===== src/rtl/fetch_sequencer.sv =====
// Instruction fetch sequencer: REQ -> LOAD -> EXEC loop with halt and branch handling.
// Optional fetch-timeout watchdog is built when FETCH_TIMEOUT_EN is defined.
module fetch_sequencer #(
    parameter int unsigned       ADDR_W         = 16,
    parameter logic [ADDR_W-1:0] RESET_PC       = '0,
    parameter int unsigned       TIMEOUT_CYCLES = 255
) (
    input  logic              clock,
    input  logic              reset,
    output logic              mem_req,
    output logic [ADDR_W-1:0] mem_addr,
    input  logic              mem_ready,
    input  logic [15:0]       mem_data,
    output logic              IR_in_en,
    output logic [15:0]       instruction_in,
    output logic              ex_start,
    input  logic              ex_done,
    input  logic              branch_taken,
    input  logic [ADDR_W-1:0] branch_target,
    input  logic              halt_req,
    output logic              halted,
    output logic [ADDR_W-1:0] pc,
    output logic              fetch_err
);

    typedef enum logic [2:0] {StIdle, StReq, StLoad, StExec, StHalt} state_e;

    state_e            r_state;
    state_e            w_state_next;
    logic [ADDR_W-1:0] r_pc;
    logic [ADDR_W-1:0] w_pc_next;
    logic [15:0]       r_ir;
    logic [15:0]       w_ir_next;
    logic              r_ex_first;
    logic              w_timeout;

    if (TIMEOUT_CYCLES == 0) begin : g_param_check
        $error("TIMEOUT_CYCLES must be at least 1");
    end

`ifdef FETCH_TIMEOUT_EN
    localparam int unsigned CntW = $clog2(TIMEOUT_CYCLES + 1);

    logic [CntW-1:0] r_wait;
    logic            r_err;

    assign w_timeout = (r_state == StReq) && !mem_ready
                       && (r_wait == CntW'(TIMEOUT_CYCLES - 1));

    always_ff @(posedge clock or negedge reset) begin
        if (!reset) begin
            r_wait <= '0;
            r_err  <= 1'b0;
        end else begin
            // Counter is held at zero outside REQ so every REQ entry starts fresh.
            if (r_state != StReq) begin
                r_wait <= '0;
            end else if (!mem_ready) begin
                r_wait <= r_wait + 1'b1;
            end
            if (w_timeout) begin
                r_err <= 1'b1;
            end
        end
    end

    assign fetch_err = r_err;
`else
    assign w_timeout = 1'b0;
    assign fetch_err = 1'b0;
`endif

    always_ff @(posedge clock or negedge reset) begin
        if (!reset) begin
            r_state    <= StIdle;
            r_pc       <= RESET_PC;
            r_ir       <= 16'h0000;
            r_ex_first <= 1'b0;
        end else begin
            r_state    <= w_state_next;
            r_pc       <= w_pc_next;
            r_ir       <= w_ir_next;
            r_ex_first <= (r_state == StLoad);
        end
    end

    always_comb begin
        w_state_next = r_state;
        unique case (r_state)
            StIdle: w_state_next = halt_req ? StHalt : StReq;
            StReq: begin
                if (w_timeout) begin
                    w_state_next = StHalt;
                end else if (mem_ready) begin
                    w_state_next = StLoad;
                end
            end
            StLoad: w_state_next = StExec;
            StExec: begin
                if (ex_done) begin
                    w_state_next = halt_req ? StHalt : StReq;
                end
            end
            StHalt: begin
                // A latched fetch error parks the sequencer until reset.
                if (!halt_req && !fetch_err) begin
                    w_state_next = StReq;
                end
            end
            default: w_state_next = StIdle;
        endcase
    end

    always_comb begin
        w_pc_next = r_pc;
        w_ir_next = r_ir;
        case (r_state)
            StReq: begin
                if (mem_ready) begin
                    w_ir_next = mem_data;
                end
            end
            StLoad: w_pc_next = r_pc + ADDR_W'(1);
            StExec: begin
                if (ex_done && branch_taken) begin
                    w_pc_next = branch_target;
                end
            end
            default: ;
        endcase
    end

    always_comb begin
        mem_req  = 1'b0;
        IR_in_en = 1'b0;
        ex_start = 1'b0;
        halted   = 1'b0;
        unique case (r_state)
            StReq:   mem_req  = 1'b1;
            StLoad:  IR_in_en = 1'b1;
            StExec:  ex_start = r_ex_first;
            StHalt:  halted   = 1'b1;
            default: ;
        endcase
    end

    assign mem_addr       = r_pc;
    assign pc             = r_pc;
    assign instruction_in = r_ir;

endmodule


===== config.mk =====
export PLATFORM = sky130hd
export DESIGN_NAME = fetch_sequencer
export DESIGN_NICKNAME = d
export VERILOG_FILES = /design/src/rtl/fetch_sequencer.sv
export SDC_FILE = /design/constraint.sdc
export NUM_CORES = 1
export LEC_CHECK = 0
export CORE_ASPECT_RATIO = 0.5
export CORE_MARGIN = 8
export CORE_UTILIZATION = 38
export DETAILED_ROUTE_END_ITERATION = 16
export PLACE_DENSITY = 0.85
export SLEW_MARGIN = 20
export SYNTH_ARGS = -nofsm -noshare
export SYNTH_HDL_FRONTEND = slang
export SYNTH_SLANG_ARGS = --single-unit

===== constraint.sdc =====
create_clock -name clock -period 1.8 [get_ports clock]
set_input_delay 0.27 -clock clock [delete_from_list [all_inputs] [get_ports clock]]
set_output_delay 0.27 -clock clock [all_outputs]
set_load 0.01 [all_outputs]

Word level (Yosys, flattened, before mapping)
Index checks and enable logic that the tools add are counted.
{"block": "classes", "shifts": 0, "magnitude_cmp": 0, "muxes": 11, "n_div": 0, "reduce_logical": 6, "addsub": 1, "multipliers": 0, "bitwise": 0, "eq_ne": 8}
{"cell": "$pmux W16 S2", "count": 1}
{"cell": "$add A16 B1 Y16 const B", "count": 1}
{"cell": "$mux W16", "count": 1}
{"cell": "$pmux W3 S5", "count": 1}
{"cell": "$mux W3", "count": 4}
{"cell": "$ne A2 B2 Y1 const B", "count": 4}
{"cell": "$eq A3 B2 Y1 const B", "count": 2}
{"cell": "$mux W1", "count": 4}
{"cell": "$reduce_and A2 Y1", "count": 2}
{"cell": "$eq A3 B1 Y1 const B", "count": 1}
{"cell": "$eq A3 B3 Y1 const B", "count": 1}
{"cell": "$logic_not A3 Y1", "count": 1}
{"cell": "$reduce_and A3 Y1", "count": 1}
{"cell": "$reduce_bool A2 Y1", "count": 1}
{"cell": "$logic_and A1 B1 Y1", "count": 1}
{"block": "word_totals", "latch_bits": 0, "reg_bits": 36, "mem_count": 0, "wordCells": 30, "inputBits": 38, "mem_bits_rw": 0, "out_inout_bits": 53, "mem_bits_ro": 0}

Depth between registers and ports, before layout
Gate-level depths: netlist of the first run.
{"block": "depth", "ltp_word": 3, "depth_mapped": 6, "ltp_nobuf": 5}

Worst setup path after synthesis of the first run
No wires, ideal clock.
{"block": "synth_path", "path_kind": "reg2reg", "from": "reg r_pc[0], in the netlist mem_addr[0]", "to": "reg r_pc[12], in the netlist mem_addr[12]", "stages_incl_launch_ff": 6, "path_slack_ns": 0.084, "period_less_slack_ns": 1.716, "t_required_ns": 1.721, "t_arrival_ns": 1.636, "cell_sequence": "dfrtp_1 -> ha_1 -> nand3_2 -> or4_4 -> a21oi_2 -> a2bb2oi_1"}
{"block": "synth_via", "elab_chain_len": 2}
{"element": "start: declaration", "line": "30", "source": "logic [ADDR_W-1:0] r_pc;"}
{"element": "start signal: assignment", "line": "81", "source": "r_pc <= w_pc_next;"}
{"element": "$add A16 B1 Y16", "line": "123", "source": "StLoad: w_pc_next = r_pc + ADDR_W'(1);"}
{"element": "$pmux W16 S2", "line": "117", "source": "case (r_state)"}
No other way between the ends.
A chain may end at the register's enable or synchronous reset.

Worst setup path in the final report of the first run
{"block": "layout_path", "from": "reg r_pc[2], in the netlist mem_addr[2]", "to": "out mem_addr[2]"}
{"element": "end: declaration", "line": "11", "source": "output logic [ADDR_W-1:0] mem_addr,"}
No word-level cell between the ends.

==> results.md, run 1 <==
* Status: completed
* Top Usage Layer GRT: met2
* Slew Limit Fails at 0
* CP bufs+invs at 1
* Initial antenna violation count at 0
* Seq/Total Area, Yosys at 45.4%
* Synth Area per Inst at 10.1 um2
* Clock skew at 0.00684 ns
* Cells after Synth at 197
* Critical Setup Path Class: reg2out
* Netlist Area Pre-Place at between 0.0015 and 0.002 mm2
* Max Fanout on Critical Path at 9
* Clock transition at the registers of the reported paths at 0.07 ns
* Setup-failing EPs final at 0
* LEAKAGE at 1.25 nW
* I/O pins at 91
* CTS root buffer: clkbuf_8
* Worst path cell trace: clkdlybuf4s50_1
* R2R depth at 4
* Syn Nets at ~240
* Period utilization at between 90% and 100%
* PortBufs at between 80 and 90
* CTS tree: yes
* RSZ-0062 raised after global routing: no
* CP peak stage delay at 0.61 ns
* FF+latch count, synth at 36
* Residual DRC count at 0
* Synth cell types at 43
* Die height at 67.1 um
* Worst VDD drop at 0.780 mV
* GPL Wtd Cong at between 0.8 and 0.9
* Final worst setup slack at 0.115 ns
* CP required at 1.53 ns
* Pwr Density at around 1700 mW/mm2
* Yosys warnings at 0
* Cell family with most CP delay: buffers and inverters
* N_diodes at 0
* Starting density of the core at 39.9%
* Die W at 118 um
* Crit end category: output port
* Worst R2R Setup Slack at roughly 0.12 ns
* Synthesis-to-finish area growth at 53.8%
* Pre-CTS WS at -0.00671 ns
* Routing usage on met1 at 15.0%
* Max-cap check violation count at 0
* Routed wire length at 5740 um
* Max Buffers Root-to-Sink at 2
* Clock Latency Late Sink at approximately 0.28 ns
* WL per Instance at about 16 um
* Routed vias at 1825
* Final Cell Area at just over 0.003 mm2
* H-Tree Depth at 2
* Worst min path class: in2async
* CP arrival at 1.41 ns
* Share of cells above drive strength 1 at about an eighth
* Placed Area at 0.00292 mm2
* Vias in the first global route at 1933
* Starting DRT DRC Count at 90
* Met3 Use GR at approximately 5.1%
* Routed Antenna Nets at 0
* Worst path slowest cell: clkdlybuf4s50_1
* DR vias/cell at 5.23
* Met2 Use GR at 27.7%
* CTS Sinks at 36
* Core ar. at 0.00498 mm2
* Congestion Overflow GR at 0
* GRT Util Overall at 14.4%
* Final Core Density at 61.4%
* TritonRoute pass-1 iters at 4
* Reg2reg end: mem_addr[12]
* Row cnt at 18
* Reg-to-Reg Start: mem_addr[2]
* Number of buffers created by CTS at 5
* Clock period minus worst slack at about 1.7 ns
* First-pass GRT wire length at between 9000 and 10000 um
* Fmax at 0.593 GHz
* Detailed-placement wirelength estimate at 4310 um
* Final nets at between 300 and 400
* Die area at 0.00794 mm2
* Hold Violations, Final at 0
* CP Launch Type: flip-flop
* # fillers at around 400
* Largest net degree at the start of global routing at 37
state kept, by name, indices dropped and copies added, names as in the netlist:
signal          count
mem_addr           16
r_ex_first          1
instruction_in     16
r_state             3
per-stage QoR:
stage               TNS [ns]  total power, mW  cells  hold WS (ns)
global placement           0             4.56    340         0.246
floorplan                  0             3.17    197       -0.0256
detailed placement  -0.00671             4.67    340         0.261
CTS                  -0.0125             5.35    349         0.490
global route               0             5.69    349         0.512
finish                     0             5.31    349         0.486
power breakdown:
| part | total (mW) | switching (mW) | leakage (nW) | internal, mW |
|---|---|---|---|---|
| clock | 0.615 | 0.274 | 0.0503 | 0.341 |
| sequential | 1.61 | 0.401 | 0.419 | 1.21 |
| combinational | 3.08 | 1.36 | 0.779 | 1.72 |
| total | 5.31 | 2.04 | 1.25 | 3.27 |
worst max path at each step:
stage	start	to	slack (ns)	cells after the start
2_1_floorplan	mem_addr[0]	mem_addr[12]	0.08	5
3_3_place_gp	ex_done	mem_addr[15]	0.04	5
3_5_place_dp	ex_done	mem_addr[15]	-0.007	5
4_1_cts	r_state[1]	mem_req	-0.01	2
5_1_grt	mem_addr[2]	mem_addr[12]	0.01	4
6_report	mem_addr[2]	mem_addr[2]	0.12	1
repair_timing:
| item | 4_1_cts | 5_1_grt |
|---|---|---|
| resized for setup | 9 | 2 |
| setup endpoints to repair | 4 | 2 |
| buffers inserted | 1 | 0 |
| hold endpoints to repair | 36 | 0 |
| hold buffers | 1 | 0 |
kinds of logic after synthesis:
family	after synthesis	share of synthesized area, %
other	1	0.189
muxes	20	11.2
and+or+nand+nor	58	16.6
buffers and inverters	30	9.58
AOI/OAI and AO/OA	51	16.5
DFF	36	45.4
adders and majority gates	1	0.630
cell type report:
cell class | instances | area [um2] | area share [%]
Tap cell | 70 | 87.6 | 2.87
Timing Repair Buffer | 104 | 1050 | 34.4
Inverter | 1 | 3.75 | 0.123
Multi-Input combinational cell | 131 | 912 | 29.9
Clock buffer | 7 | 96.3 | 3.15
Sequential cell | 36 | 905 | 29.6
routing by layer:
layer | part of all wire, % | wire, um
met1 | 37 | 2110
met2 | 54 | 3110
met3 | 8.2 | 470
met4 | 0.91 | 52
met5 | 0 | 0
cell usage in the layout (no fill, tap or decap), types with 6 or more instances in the layout:
master	netlist	layout
clkdlybuf4s50_1	0	84
nor2_1	7	6
dfrtp_1	36	33
nand3_1	11	11
clkbuf_8	0	7
a21oi_1	20	20
buf_4	19	10
mux2_1	16	16
o22ai_1	6	6
nand2_1	12	12
cells in the mapped netlist:
cell,n,area [um2]
a22oi_1,1,7.51
mux2_1,16,180
nand2_1,12,45.0
and3_1,1,6.26
o21ai_0,5,25.0
nor3b_1,1,7.51
buf_2,5,25.0
and4_1,2,17.5
nor3_1,2,10.0
nand4_1,5,31.3
nand3_1,11,55.1
conb_1,1,3.75
a31oi_1,1,6.26
buf_4,19,143
inv_1,1,3.75
a31o_2,1,8.76
and3b_1,2,17.5
nand3_2,2,20.0
a21oi_1,20,100
and3_2,1,7.51
o21ai_1,3,15.0
nand2b_1,3,18.8
or4b_1,1,10.0
o41ai_1,2,17.5
nor2b_1,1,6.26
and2_1,4,25.0
o22ai_1,6,37.5
o21a_1,1,7.51
dfrtp_1,36,901
a21oi_2,2,17.5
a2bb2oi_1,5,43.8
a311oi_1,1,8.76
a41o_1,1,10.0
a21o_4,1,15.0
mux2_2,1,11.3
mux2i_1,3,30.0
clkbuf_1,5,18.8
o211ai_1,1,7.51
ha_1,1,12.5
nor2_1,7,26.3
nor4_1,1,6.26
nand3b_1,1,7.51
or4_4,1,11.3
No activity file was read; power rests on OpenSTA's default activity.
==> run 2: changes to the inputs <==
==> constraint.sdc (replaced) <==
create_clock -name clock -period 1.8 [get_ports clock]
set_input_delay 0.54 -clock clock [delete_from_list [all_inputs] [get_ports clock]]
set_output_delay 0.54 -clock clock [all_outputs]
set_load 0.01 [all_outputs]
==> results.md, run 2 (synthesis results as in run 1) <==
* Status: finished, violations left
* Failing checks: setup timing
* R2R depth at 6 (+2)
* CTS tree: yes
* Die area at 0.00794 mm2 (unchanged)
* Final nets at 335 (+5.3%)
* Largest net degree at the start of global routing at 36 (-2.7%)
* Clock period minus worst slack at 1.82 ns (+0.131 ns)
* CP arrival at 1.28 ns (-0.13 ns)
* GPL Wtd Cong at 0.845 (-3.4%)
* Fmax at 0.551 GHz (-7.2%)
* CTS root buffer: clkbuf_8
* Worst R2R Setup Slack at 0.11 ns (about the same)
* Slew Limit Fails at 0 (unchanged)
* Max Fanout on Critical Path at 4 (-5)
* Most frequent cells in the layout: 59 x clkdlybuf4s50_1, 29 x buf_4, 28 x dfrtp_1
* WL per Instance at 16.4 um (-0.18%)
* Worst hold margin at 0.133 ns (-0.353 ns)
* Hold Violations, Final at 0 (unchanged)
* Die height at 67.1 um (unchanged)
* Worst path slowest cell: dfrtp_2
* Setup-failing EPs final at 1 (+1)
* CP peak stage delay at 0.41 ns (-0.20 ns)
* Routed Antenna Nets at 0 (unchanged)
* Starting density of the core at 39.9% (unchanged)
* Cell family with most CP delay: flip-flops
* Clock skew at 0.00442 ns (-0.00241 ns)
* Routed vias at 1902 (+4.2%)
* Sum of negative setup slack at -0.0162 ns (-0.0162 ns)
* GRT Util Overall at 15.0% (+0.59 points)
* Clock Latency Late Sink at 0.28 ns (about the same)
* H-Tree Depth at 2 (unchanged)
* Worst min path class: in2async
* Worst path cell trace: buf_6 -> and3b_1 -> and2_1 -> buf_2
* N_diodes at 0 (unchanged)
* Initial antenna violation count at 0 (unchanged)
* Routed wire length at 6020 um (+5.0%)
* Crit end category: output port
* Core ar. at 0.00498 mm2 (unchanged)
* Max-cap check violation count at 0 (unchanged)
* Starting DRT DRC Count at 162 (+80%)
* Worst VDD drop at 0.710 mV (-9.0%)
* TritonRoute pass-1 iters at 5 (+1)
* LEAKAGE at 1.39 nW (+12%)
* Synthesis-to-finish area growth at 59.3%
* Critical Setup Path Class: reg2out
* CP Launch Type: flip-flop
* First-pass GRT wire length at 9780 um (+3.7%)
* CP bufs+invs at 2 (+1)
* I/O pins at 91 (unchanged)
* # fillers at 385 (-4.5%)
* Pwr Density at 1720 mW/mm2 (-0.90%)
* CTS Sinks at 36 (unchanged)
* Number of buffers created by CTS at 5 (unchanged)
* Congestion Overflow GR at 0 (unchanged)
* Period utilization at 101% (+7.3 points)
* Clock transition at the registers of the reported paths at 0.07 ns (about the same)
* Placed Area at 0.00295 mm2 (+0.94%)
* Share of cells above drive strength 1 at 21.5% (+8.3 points)
* Final Cell Area at 0.00316 mm2 (+3.6%)
* DR vias/cell at 5.18 (-0.89%)
* Commonest non-fill, non-tap cell in the layout: clkdlybuf4s50_1
* Reg2reg end: mem_addr[15]
* Max Buffers Root-to-Sink at 2 (unchanged)
* CP required at 1.26 ns (-0.27 ns)
* RSZ-0062 raised after global routing: yes
* Die W at 118 um (unchanged)
* Detailed-placement wirelength estimate at 4370 um (+1.2%)
* Pre-CTS WS at -0.243 ns (-0.237 ns)
* Vias in the first global route at 1965 (+1.7%)
* Reg-to-Reg Start: r_state[2]
* Hold_buf cts at 0 (-1)
* Final worst setup slack at -0.0162 ns (-0.131 ns)
* PortBufs at 89 (unchanged)
* Row cnt at 18 (unchanged)
* Residual DRC count at 0 (unchanged)
==> run 2: metal layers <==
metal  GRT usage (%)  routed length [um]
met1            16.1                2360
met2            29.0                3250
met3            3.88                 348
met4            4.58                  68
met5               0                   0
==> run 2: worst max path at each step <==
stage | from | endpoint | cells past startpoint
detailed placement | mem_ready | instruction_in[5] | 5
finish | r_state[2] | ex_start | 4
CTS | r_state[2] | ex_start | 4
global placement | ex_done | mem_addr[15] | 5
global route | r_state[2] | ex_start | 4
floorplan | mem_addr[0] | mem_addr[12] | 5
==> run 2: what timing repair did <==
action / CTS / global route
gates resized for setup: 38 / 14
pin swaps: 2 / 0
endpoints found under the hold margin: 0 / 0
endpoints found under the setup margin: 34 / 16
buffers inserted: 9 / 3
==> run 2: final cells by class <==
| cell class | instances | area (um2) | share of cell area [%] |
|---|---|---|---|
| sequential | 36 | 911 | 28.8 |
| timing repair buffer | 121 | 1140 | 36.0 |
| inverter | 1 | 3.75 | 0.119 |
| multi-input combinational | 131 | 915 | 28.9 |
| clock buffer | 6 | 72.6 | 2.29 |
| clock inverter | 2 | 35.0 | 1.11 |
| tap | 70 | 87.6 | 2.77 |
==> run 2: report_power, final <==
part | total (mW) | internal (mW) | leakage [nW] | switching (mW)
Clock | 0.689 | 0.411 | 0.0552 | 0.279
Sequential | 1.53 | 1.22 | 0.414 | 0.308
Combinational | 3.23 | 1.72 | 0.925 | 1.51
Total | 5.45 | 3.35 | 1.39 | 2.10
==> run 2: through the flow <==
step	cells	power, mW	utilization, %
after floorplan	197	3.17	-
after global placement	347	4.60	59.2
after detailed placement	347	4.70	59.2
after CTS	364	5.45	62.5
after global routing	367	5.83	63.5
final	367	5.45	63.5
